### config.mk
export PLATFORM = sky130hd
export DESIGN_NAME = score_sequencer
export DESIGN_NICKNAME = d
export VERILOG_FILES = /design/src/rtl/score_sequencer.sv
export SDC_FILE = /design/constraint.sdc
export NUM_CORES = 1
export LEC_CHECK = 0
export BUFFER_PORTS_ARGS = -buffer_cell sky130_fd_sc_hd__buf_4
export CORE_ASPECT_RATIO = 1.5
export CORE_MARGIN = 1
export CORE_UTILIZATION = 42
export DETAILED_ROUTE_END_ITERATION = 10
export PLACE_DENSITY = 0.86
export RECOVER_POWER = 50
export SYNTH_ARGS = -nofsm -noshare
export SYNTH_HDL_FRONTEND = slang
export SYNTH_SLANG_ARGS = --single-unit
### constraint.sdc
create_clock -name CLK -period 1.7 [get_ports CLK]
set_input_delay 0.255 -clock CLK [delete_from_list [all_inputs] [get_ports CLK]]
set_output_delay 0.255 -clock CLK [all_outputs]
set_load 0.02 [all_outputs]
### src/rtl/score_sequencer.sv
// score_sequencer: records reaction-time samples into a ring of SLOTS
// register-file entries and, optionally, tracks the best (minimum) time at
// register address BEST_ADDR.
// Optional feature macro: SCORE_BEST_TRACK_EN (defined = best-time tracking
// with CMP/WR_BEST states; undefined = ring writes only, 2-cycle latency).
module score_sequencer #(
    parameter int SLOTS     = 5,
    parameter int BEST_ADDR = 5
) (
    input  logic        CLK,
    input  logic        CLRN,
    input  logic [12:0] TIME_IN,
    input  logic        TIME_VALID,
    output logic        READY,
    input  logic        CLEAR,
    output logic [2:0]  COUNT,
    output logic        NEW_BEST,
    output logic [2:0]  WA,
    output logic [12:0] LD_DATA,
    output logic        WR,
    output logic [2:0]  RP,
    input  logic [12:0] DATAP
);

`ifdef SCORE_BEST_TRACK_EN
    typedef enum logic [1:0] {
        IDLE    = 2'd0,
        WR_SLOT = 2'd1,
        CMP     = 2'd2,
        WR_BEST = 2'd3
    } state_t;
`else
    typedef enum logic [1:0] {
        IDLE    = 2'd0,
        WR_SLOT = 2'd1
    } state_t;
`endif

    localparam logic [2:0] LAST_SLOT = 3'(SLOTS - 1);
    localparam logic [2:0] FULL      = 3'(SLOTS);
    localparam logic [2:0] BEST_A    = 3'(BEST_ADDR);

    state_t      state;
    state_t      state_next;
    logic [12:0] s;
    logic [2:0]  wptr;
    logic [2:0]  count;

    // The best entry is always read; DATAP therefore always shows the stored best.
    assign RP    = BEST_A;
    assign COUNT = count;
    assign READY = (state == IDLE) && !CLEAR;

    // State register.
    always_ff @(posedge CLK or negedge CLRN) begin
        if (!CLRN) begin
            state <= IDLE;
        end else begin
            state <= state_next;
        end
    end

    // Sample latch, ring pointer and occupancy count.
    always_ff @(posedge CLK or negedge CLRN) begin
        if (!CLRN) begin
            s     <= '0;
            wptr  <= '0;
            count <= '0;
        end else begin
            case (state)
                IDLE: begin
                    if (CLEAR) begin
                        wptr  <= '0;
                        count <= '0;
                    end else if (TIME_VALID) begin
                        s <= TIME_IN;
                    end
                end
                WR_SLOT: begin
                    wptr <= (wptr == LAST_SLOT) ? 3'd0 : wptr + 3'd1;
                    if (count != FULL) begin
                        count <= count + 3'd1;
                    end
                end
                default: ;
            endcase
        end
    end

`ifdef SCORE_BEST_TRACK_EN
    logic best_valid;

    // Best-valid flag: set once a best is written, dropped by CLEAR in IDLE.
    always_ff @(posedge CLK or negedge CLRN) begin
        if (!CLRN) begin
            best_valid <= 1'b0;
        end else if (state == IDLE && CLEAR) begin
            best_valid <= 1'b0;
        end else if (state == WR_BEST) begin
            best_valid <= 1'b1;
        end
    end

    // Next-state logic with best-time comparison.
    always_comb begin
        state_next = state;
        case (state)
            IDLE:    if (TIME_VALID && !CLEAR) state_next = WR_SLOT;
            WR_SLOT: state_next = CMP;
            CMP:     state_next = (!best_valid || (s < DATAP)) ? WR_BEST : IDLE;
            WR_BEST: state_next = IDLE;
            default: state_next = IDLE;
        endcase
    end
`else
    logic datap_unused;
    assign datap_unused = ^DATAP;

    // Next-state logic, ring writes only.
    always_comb begin
        state_next = state;
        case (state)
            IDLE:    if (TIME_VALID && !CLEAR) state_next = WR_SLOT;
            WR_SLOT: state_next = IDLE;
            default: state_next = IDLE;
        endcase
    end
`endif

    // Moore write-port decode from the state register.
    always_comb begin
        WR       = 1'b0;
        WA       = '0;
        LD_DATA  = '0;
        NEW_BEST = 1'b0;
        case (state)
            WR_SLOT: begin
                WR      = 1'b1;
                WA      = wptr;
                LD_DATA = s;
            end
`ifdef SCORE_BEST_TRACK_EN
            WR_BEST: begin
                WR       = 1'b1;
                WA       = BEST_A;
                LD_DATA  = s;
                NEW_BEST = 1'b1;
            end
`endif
            default: ;
        endcase
    end

endmodule

==> flow_metrics.py, run 1 <==
metrics = {
    "final_layout": {
        "syn_to_final_growth_pct": 24.74,
        "antenna_cells": 0,
        "final.fill_count": 229,
        "nets": 161,
        "drive_gt1_share_pct": 42.86,
    },
    "logic_synthesis": {
        "ys.flop_type": "dfrtp_1",
        "synth_common_cells": "20 x dfrtp_1, 16 x and2_1, 9 x mux2_4",
        "yosysSeqAreaShare_pct": 46.46,
        "synthCells": 90,
        "yosys-top-cells-area": "dfrtp_1 46%, mux2_4 13%, and2_1 9.3%",
        "synth_cell_types": 27,
        "ys_ff_latch": 20,
        "yosysWarningCount": 0,
        "synth_area_per_cell_um2": 11.97,
        "yosysTopAreaCell": "dfrtp_1",
        "synth-edff-count": 0,
        "synthArstFlopShare_pct": 100.0,
        "synth.most_common_cell": "dfrtp_1",
        "synth_top_area_share_pct": 46.46,
        "synthesis.area_um2": 1077,
    },
    "clock_network": {
        "post_cts_buffers": 0,
        "clockBufferDepth": 2,
        "cts_inserted_buffers": 3,
        "cts_resized": 0,
        "cts_tree": "built",
        "cts.sinks": 20,
        "cts.htree.levels": 1,
        "clockRootBuffer": "clkbuf_4",
        "clk_latency_ns": 0.30,
        "path_clk_slew_ns": 0.11,
    },
    "worst_setup_path": {
        "endpoint_kind": "output pin",
        "arrival_ns": 1.23,
        "worst_setup_path_start_kind": "flip-flop",
        "crit_start": "state[0]$_DFFE_PN0P_",
        "crit_chain": "buf_4 > and2_1 > buf_4",
        "critPathMaxFanout": 27,
        "path_class": "flip-flop to output pin",
        "cp_slowest_cell": "dfrtp_1",
        "reg2regPathDepth": 3,
        "worstReg2RegStart": "state[0]$_DFFE_PN0P_",
        "crit_path_max_incr_delay_ns": 0.39,
        "critical_path_required_ns": 1.44,
        "path_common_cell": "buf_4",
        "rrSetupSlack_ns": 0.23,
    },
    "worst_hold_path": {
        "worstHoldStart": "CLEAR",
        "hold_path_depth": 2,
        "hold_class": "input pin to flip-flop",
    },
    "timing": {
        "setup_slack_ns": 0.2168,
        "setup_tns_ns": 0,
        "worstMarginPinSlew_ns": 1.042,
        "report.final.slew_viol_count": 0,
        "setup_viol": 0,
        "fin_crit_sh_pct": 87.25,
        "rsz0062_at_grt": "no",
        "fmax_ghz": 0.6742,
        "hold_violations": 0,
        "slew_headroom_pct": 30.53,
        "fin_skew_ns": 0.005110,
        "period_needed_ns": 1.483,
    },
    "routing": {
        "dr.pass1.iters": 6,
        "drc": 2,
        "vias": 738,
        "viasPerCell": 4.920,
        "initialDrtViolationCount": 4,
        "routed_wl_mm": 2.032,
        "final_antenna_net_count": 0,
        "routedWlPerCell_um": 13.55,
    },
    "floorplan": {
        "start_util_pct": 43.97,
        "ios": 55,
        "dieArea_um2": 2775,
        "die-height_um": 64.03,
        "coreArea_um2": 2450,
        "rows": 22,
        "die_w_um": 43.35,
    },
    "outcome": {
        "violations": "design-rule violations",
        "status": "complete, but fails checks",
    },
    "job": {
        "max_cap_viol_count": 0,
    },
    "power": {
        "p_per_area_nw_per_um2": 855.2,
        "p_leak_nw": 0.6849,
        "ir_drop_mv": 0.6378,
    },
    "grt": {
        "grt_pass1_vias": 797,
        "grt_max_degree": 28,
        "grt_pass1_wl_mm": 3.477,
        "globalRouteTotalUtil_pct": 16.37,
        "antenna_found_initial": 0,
        "gr-total-overflow": 0,
    },
    "placed_design": {
        "port_buffers": 37,
        "dp_hpwl_mm": 1.481,
        "place_ws_ns": 0.3198,
        "place_congestion": 0.7515,
    },
}
repair_timing:
action,CTS,global route
endpoints found under the setup margin,0,0
endpoints found under the hold margin,20,0
hold buffers,1,0
final timing paths:
path | endpoint
hold reg to reg | s[6]$_DFFE_PN0P_
max in group asynchronous | wptr[1]$_DFFE_PN0N_
setup / recovery | WA[1]
setup reg to reg | s[11]$_DFFE_PN0P_
hold / removal | wptr[1]$_DFFE_PN0N_
min in group asynchronous | s[6]$_DFFE_PN0P_
stage by stage:
step,cells,hold slack [ns],util (%),power [W],area (um^2)
final,150,0.1578,54.85,0.001149,1344
after detailed placement,145,0.1517,53.88,0.0008924,1320
after global placement,145,0.1408,53.88,0.0008745,1320
after global routing,150,0.1524,54.85,0.001215,1344
after floorplan,92,-0.04059,-,0.0007904,1085
after CTS,150,0.1620,55.77,0.001176,1366
state kept, by name, indices dropped and copies added (netlist names):
signal and count:
s 13, state 1, wptr 3, COUNT 3
final cells by class:
class                   count  area (um^2)  share of cell area, %
flip-flops and latches     20        500.5                  37.24
clock buffers               4        36.28                  2.700
multi-input cells          59        481.7                  35.85
repair buffers             39        280.3                  20.86
well taps                  24        30.03                  2.235
inverters                   4        15.01                  1.117
report_power, final:
group | total, W | internal (W) | switching [W]
Sequential | 0.000587 | 0.000544 | 0.0000429
Clock | 0.000275 | 0.000131 | 0.000144
Combinational | 0.000287 | 0.000158 | 0.000129
Total | 0.00115 | 0.000833 | 0.000316
metal layers:
metal	vias to the layer above	routed length (um)	GRT usage [%]
met5	-	0	0
met4	0	25	5.859
met3	2	81	1.695
met2	21	1163	31.06
met1	358	761	17.95
li1	357	-	-
layout by cell type (no fill, tap or decap), drive strengths merged:
| cell | Yosys | layout |
|---|---|---|
| dfrtp | 20 | 20 |
| a21o | 1 | 1 |
| o21ai | 2 | 2 |
| or3b | 1 | 1 |
| nand2b | 1 | 1 |
| a22o | 1 | 1 |
| nand2 | 5 | 5 |
| buf | 7 | 34 |
| conb | 2 | 4 |
| xor2 | 1 | 1 |
| inv | 4 | 4 |
| a31oi | 1 | 1 |
| ha | 4 | 4 |
| dlygate4sd3 | 0 | 1 |
| clkbuf | 2 | 8 |
| a21oi | 2 | 2 |
| o31ai | 1 | 1 |
| and2 | 17 | 17 |
| nor3b | 1 | 1 |
| mux2 | 13 | 13 |
| mux2i | 1 | 1 |
| nor2 | 2 | 2 |
| nand4b | 1 | 1 |
critical path, delay by kind of cell (launching register included):
family	cells	cell delay [ns]
buf+inv	2	0.36
simple gates	1	0.18
flops	1	0.39
cells by family after synthesis:
group,Yosys count,synth area share (%)
AO/OA/AOI/OAI,8,4.763
XOR/XNOR,1,0.8132
adder cells (fa/ha/maj),4,4.646
buffers and inverters,13,8.827
flip-flops,20,46.46
multiplexers,14,17.65
other,2,0.6971
AND/OR/NAND/NOR,28,16.15
No activity file was read; power rests on OpenSTA's default activity.
==> run 2, diff against run 1 <==
--- a/config.mk
+++ b/config.mk
@@ -5,8 +5,8 @@
 export SDC_FILE = /design/constraint.sdc
 export NUM_CORES = 1
 export LEC_CHECK = 0
+export ABC_AREA = 1
 export BUFFER_PORTS_ARGS = -buffer_cell sky130_fd_sc_hd__buf_4
-export CORE_ASPECT_RATIO = 1.5
 export CORE_MARGIN = 1
 export CORE_UTILIZATION = 42
 export DETAILED_ROUTE_END_ITERATION = 10
==> run 2 against run 1 <==
  * The flow now finishes without violations
  * Routed wire length is 3.6% higher
  * Die area down 1.0%
  * Synthesized cell count increased by 61%
  * Cell count increased by 40%
  * Largest power group unchanged
  * Critical path type unchanged
  * Non-clock buffer count did not move
  * Via count increased by 27%
  * Maximum frequency fell by 6.9%
  * Clock skew grew 0.00077 ns
  * Critical path depth is 1 higher
  * Utilization rose by 5.2 points
==> flow_metrics.py, run 2 <==
metrics = {
    "logic_synthesis": {
        "synth_common_cells": "71 x nand2_1, 27 x inv_1, 20 x dfrtp_1",
        "synthesis.area_um2": 1067,
        "synth-edff-count": 0,
        "ys_ff_latch": 20,
        "yosysWarningCount": 0,
        "synthArstFlopShare_pct": 100.0,
        "synth_top_family_by_area": "simple AND/OR/NAND/NOR gates",
        "synth_cell_types": 15,
        "synth-simple-area-share_pct": 30.25,
        "yosys-top-cells-area": "dfrtp_1 47%, nand2_1 25%, inv_1 9.5%",
        "synthXorXnorAreaFrac_pct": 0,
        "muxShareOfSynthArea_pct": 0,
        "yosysSeqAreaShare_pct": 46.89,
        "synth-compound-area-share_pct": 1.407,
        "ys.flop_type": "dfrtp_1",
        "synth.most_common_cell": "nand2_1",
        "synth_area_per_cell_um2": 7.361,
        "yosysTopAreaCell": "dfrtp_1",
        "synth_top_area_share_pct": 46.89,
        "yosys.area_share.adder_pct": 4.689,
        "synthCells": 145,
    },
    "power": {
        "p_per_area_nw_per_um2": 880.4,
        "power.total_w": 0.001215,
        "ir_drop_mv": 0.5147,
        "p_leak_nw": 0.9062,
    },
    "grt": {
        "antenna_found_initial": 0,
        "use_met2_pct": 30.80,
        "grt_max_degree": 21,
        "grt_pass1_wl_mm": 3.470,
        "grtUsageMet3_pct": 3.478,
        "grt-busiest-layer": "met2",
        "gr-total-overflow": 0,
        "use_met1_pct": 20.00,
        "grt_pass1_vias": 879,
        "globalRouteTotalUtil_pct": 16.89,
    },
    "routing": {
        "final_antenna_net_count": 0,
        "dr.pass1.iters": 4,
        "viasPerCell": 4.457,
        "routedWlPerCell_um": 10.02,
        "initialDrtViolationCount": 17,
        "vias": 936,
        "drc": 0,
        "routed_wl_mm": 2.105,
    },
    "timing": {
        "slew_headroom_pct": 30.60,
        "hold_violations": 0,
        "rsz0062_at_grt": "no",
        "report.final.slew_viol_count": 0,
        "fmax_ghz": 0.6279,
        "fin_skew_ns": 0.005881,
        "worstMarginPinSlew_ns": 1.041,
        "setup_viol": 0,
        "period_needed_ns": 1.593,
        "fin_crit_sh_pct": 93.68,
        "setup_tns_ns": 0,
    },
    "worst_setup_path": {
        "crit_chain": "buf_4 > nand2_1 > inv_1 > buf_4",
        "cp_slowest_cell": "dfrtp_4",
        "endpoint_kind": "output pin",
        "path_delay_family": "flip-flops",
        "critPathMaxFanout": 18,
        "critPathBufInv": 3,
        "arrival_ns": 1.34,
        "crit_path_max_incr_delay_ns": 0.60,
        "worst_setup_path_start_kind": "flip-flop",
        "path_class": "flip-flop to output pin",
        "path_common_cell": "buf_4",
        "critical_path_required_ns": 1.44,
    },
    "clock_network": {
        "clockBufferDepth": 2,
        "cts_inserted_buffers": 3,
        "clk_latency_ns": 0.30,
        "clockRootBuffer": "clkbuf_4",
        "path_clk_slew_ns": 0.12,
        "cts_tree": "built",
        "cts.sinks": 20,
        "cts.htree.levels": 1,
    },
    "floorplan": {
        "dieArea_um2": 2747,
        "die-height_um": 52.41,
        "start_util_pct": 46.46,
        "coreArea_um2": 2297,
        "rows": 17,
        "die_w_um": 52.41,
        "ios": 55,
    },
    "final_layout": {
        "largest-register": "s",
        "antenna_cells": 0,
        "layout_common_cells": "71 x nand2_1, 34 x buf_4, 28 x inv_1",
        "drive_gt1_share_pct": 22.53,
        "stdcell_count": 210,
        "final.fill_count": 215,
        "syn_to_final_growth_pct": 29.31,
        "final_common_cell": "nand2_1",
        "seqCellArea_um2": 504.2,
        "nets": 217,
        "multi_input_area_um2": 402.9,
        "largest_register_ffs": 13,
    },
    "placed_design": {
        "dpl.cell_count": 205,
        "dp_hpwl_mm": 1.540,
        "place_congestion": 0.6835,
        "port_buffers": 37,
    },
    "outcome": {
        "status": "finished clean",
    },
    "job": {
        "max_cap_viol_count": 0,
    },
    "worst_hold_path": {
        "hold_class": "input pin to flip-flop",
    },
}
run 2: metrics by stage:
stage               utilization (%)  hold WS (ns)  setup slack, ns  area, um^2
floorplan                         -      -0.04059           0.3832        1075
global placement              57.95        0.1416           0.2782        1331
detailed placement            57.95        0.1454           0.2376        1331
CTS                           60.73        0.1338          0.08749        1395
global route                  60.08        0.1251          0.02403        1380
finish                        60.08        0.1390           0.1074        1380
run 2: power by group:
part | total (W) | switching [W] | leakage [nW] | internal (W)
combinational | 0.000246 | 0.000145 | 0.625 | 0.000101
sequential | 0.000584 | 0.0000459 | 0.254 | 0.000538
clock | 0.000385 | 0.000147 | 0.0279 | 0.000238
run 2: path summary, 6_finish.rpt:
check | start | endpoint | slack, ns | depth (start not counted)
min in group asynchronous | CLRN | COUNT[2]$_DFFE_PN0P_ | 0.64 | 2
hold / removal | TIME_IN[1] | s[1]$_DFFE_PN0P_ | 0.14 | 3
max in group asynchronous | CLRN | state[0]$_DFFE_PN0P_ | 0.31 | 2
hold reg to reg | s[0]$_DFFE_PN0P_ | s[0]$_DFFE_PN0P_ | 0.49 | 2
setup / recovery | state[0]$_DFFE_PN0P_ | LD_DATA[3] | 0.11 | 4
setup reg to reg | state[0]$_DFFE_PN0P_ | s[7]$_DFFE_PN0P_ | 0.15 | 5
run 2: what timing repair did:
action | in CTS | in global routing
setup endpoints to repair | 6 | 2
resized for setup | 1 | 1
setup buffers | 0 | 0
endpoints found under the hold margin | 20 | 0
hold buffers | 1 | 0
run 2: worst register-to-register path, stage by stage (launching register included):
cell     delay (ns)
dfrtp_4        0.60
nor2_4         0.20
nand2_4        0.13
inv_1          0.36
nand2_1        0.12
nand2_1        0.09
run 2: logic make-up after synthesis:
logic type / after synthesis
DFF: 20
and+or+nand+nor: 80
adders and majority gates: 4
AOI/OAI and AO/OA: 3
other: 2
buffers and inverters: 36
run 2: layout make-up:
| type | instances | area share [%] |
|---|---|---|
| flip-flops and latches | 20 | 36.54 |
| clock buffers | 3 | 1.632 |
| well taps | 28 | 2.539 |
| multi-input cells | 91 | 29.19 |
| repair buffers | 39 | 20.31 |
| clock inverters | 1 | 2.176 |
| inverters | 28 | 7.616 |
run 2: routing by layer:
metal,part of all wire [%],vias up
met3,5.2,0
li1,-,482
met4,0,0
met5,0,-
met2,49,28
met1,46,426
==> run 3, diff against run 2 <==
--- a/config.mk
+++ b/config.mk
@@ -7,7 +7,7 @@
 export LEC_CHECK = 0
 export ABC_AREA = 1
 export BUFFER_PORTS_ARGS = -buffer_cell sky130_fd_sc_hd__buf_4
-export CORE_MARGIN = 1
+export CORE_MARGIN = 3
 export CORE_UTILIZATION = 42
 export DETAILED_ROUTE_END_ITERATION = 10
 export PLACE_DENSITY = 0.86
==> run 3 against run 2 <==
  * Sequential cell count is the same
  * Clock skew shrank 0.0055 ns
  * Combinational power is essentially flat
  * Routed wire length shrank 1.7%
  * Register-to-register slack gained 0.33 ns
  * Die area grew 16%
  * Worst setup slack gained 0.026 ns
  * Power shrank 9.2%
  * Critical path type unchanged
  * Critical endpoint is now LD_DATA[8]
==> flow_metrics.py, run 3 (synthesis gave the netlist of run 2 again) <==
metrics = {
    "floorplan": {
        "coreArea_um2": 2318,
        "die-height_um": 56.41,
        "die_w_um": 56.41,
        "rows": 17,
        "ios": 55,
        "start_util_pct": 46.03,
        "dieArea_um2": 3182,
    },
    "job": {
        "max_cap_viol_count": 0,
    },
    "routing": {
        "final_antenna_net_count": 0,
        "viasPerCell": 4.481,
        "routedWlPerCell_um": 9.857,
        "vias": 941,
        "dr.pass1.iters": 4,
        "drc": 0,
        "routed_wl_mm": 2.070,
        "initialDrtViolationCount": 19,
    },
    "grt": {
        "globalRouteTotalUtil_pct": 14.63,
        "grt_max_degree": 21,
        "antenna_found_initial": 0,
        "gr-total-overflow": 0,
        "grt_pass1_wl_mm": 3.698,
        "grt_pass1_vias": 899,
    },
    "final_layout": {
        "finalInstanceArea_um2": 1364,
        "largest-register": "s",
        "largest_register_ffs": 13,
        "final_common_cell": "nand2_1",
        "antenna_cells": 0,
        "final.fill_count": 221,
        "drive_gt1_share_pct": 23.08,
        "syn_to_final_growth_pct": 27.78,
        "layout_common_cells": "71 x nand2_1, 34 x buf_4, 27 x inv_1",
        "nets": 217,
    },
    "timing": {
        "hold_violations": 0,
        "fin_skew_ns": 0.0003961,
        "slew_headroom_pct": 28.22,
        "setup_viol": 0,
        "setup_tns_ns": 0,
        "hold_slack_ns": 0.1407,
        "period_needed_ns": 1.567,
        "fin_crit_sh_pct": 92.15,
        "worstMarginPinSlew_ns": 1.077,
        "rsz0062_at_grt": "no",
        "report.final.slew_viol_count": 0,
        "fmax_ghz": 0.6383,
    },
    "power": {
        "p_leak_nw": 0.8973,
        "p_int_w": 0.0007689,
        "seqPwrFrac_pct": 52.8,
        "p_clk_share_pct": 25.0,
        "power.total_w": 0.001103,
        "ir_drop_mv": 0.6232,
        "p_sw_share_pct": 30.28,
        "p_comb_share_pct": 22.3,
        "switchingPower_w": 0.0003339,
        "p_per_area_nw_per_um2": 808.6,
    },
    "placed_design": {
        "port_buffers": 37,
        "dp_hpwl_mm": 1.614,
        "placed_area_um2": 1331,
        "place_congestion": 0.6898,
    },
    "worst_hold_path": {
        "hold_class": "input pin to flip-flop",
        "hold_path_depth": 3,
    },
    "clock_network": {
        "clockBufferDepth": 2,
        "cts_inserted_buffers": 3,
        "cts_tree": "built",
        "cts.htree.levels": 1,
        "path_clk_slew_ns": 0.11,
        "clockRootBuffer": "clkbuf_4",
        "cts.sinks": 20,
        "clk_latency_ns": 0.30,
    },
    "outcome": {
        "status": "finished clean",
    },
    "worst_setup_path": {
        "arrival_ns": 1.31,
        "crit_chain": "buf_4 > nand2_1 > inv_1 > buf_4",
        "path_depth": 4,
        "cp_slowest_cell": "dfrtp_2",
        "path_class": "flip-flop to output pin",
        "critical_path_required_ns": 1.44,
        "endpoint_kind": "output pin",
        "path_common_cell": "buf_4",
        "critPathMaxFanout": 14,
        "critPathBufInv": 3,
        "path_delay_family": "flip-flops",
        "reg2regPathDepth": 5,
        "crit_path_max_incr_delay_ns": 0.54,
        "worst_setup_path_start_kind": "flip-flop",
    },
}
[run 3: changes by cell type in the layout (fill, tap and decap cells not counted), sizes merged]
cell,change
clkbuf,+1
bufinv,-1
[run 3: area by class of cell]
cell class / instances / area (um^2) / share of cell area (%)
tap: 28 / 35.03 / 2.569
clock buffer: 4 / 36.28 / 2.661
multi-input combinational: 91 / 402.9 / 29.54
sequential: 20 / 501.7 / 36.79
timing repair buffer: 39 / 280.3 / 20.55
inverter: 28 / 107.6 / 7.890
[run 3: path summary, 6_finish.rpt]
check	slack [ns]	to	from
max	0.13	LD_DATA[8]	state[0]$_DFFE_PN0P_
min	0.14	s[12]$_DFFE_PN0P_	TIME_IN[12]
max reg2reg	0.48	s[1]$_DFFE_PN0P_	state[0]$_DFFE_PN0P_
min reg2reg	0.49	s[12]$_DFFE_PN0P_	s[12]$_DFFE_PN0P_
max in group asynchronous	0.32	state[0]$_DFFE_PN0P_	CLRN
min in group asynchronous	0.67	s[10]$_DFFE_PN0P_	CLRN
[run 3: layer usage]
metal | GRT usage (%) | share of wire (%)
met2 | 25.54 | 49
met1 | 15.73 | 41
met4 | 8.136 | 2.2
met5 | 0 | 0
met3 | 4.138 | 8.4
[run 3: repair_timing]
item,4_1_cts,5_1_grt
hold endpoints to repair,20,0
setup buffers,0,0
gates resized for setup,1,0
setup endpoints to repair,10,0
hold buffers,1,0
[run 3: worst reg2reg max path, delay by kind of cell, from the launching register on]
kind	cells	cell delay, ns
and+or+nand+nor	4	0.48
DFF	1	0.53
buffers and inverters	1	0.16
[run 3: power groups by stage]
stage / Clock (W) / Sequential [W] / Combinational [W]
2_1_floorplan: 0 / 0.000590 / 0.000154
3_3_place_gp: 0 / 0.000588 / 0.000245
3_5_place_dp: 0 / 0.000591 / 0.000256
4_1_cts: 0.000280 / 0.000583 / 0.000258
5_1_grt: 0.000301 / 0.000589 / 0.000279
6_report: 0.000275 / 0.000582 / 0.000246
[run 3: per-stage QoR]
| step | util [%] | setup WS, ns | std cells |
|---|---|---|---|
| after floorplan | - | 0.3832 | 147 |
| after global placement | 57.42 | 0.3151 | 205 |
| after detailed placement | 57.42 | 0.3047 | 205 |
| after CTS | 59.47 | 0.1138 | 210 |
| after global routing | 58.82 | 0.009701 | 210 |
| final | 58.82 | 0.1334 | 210 |
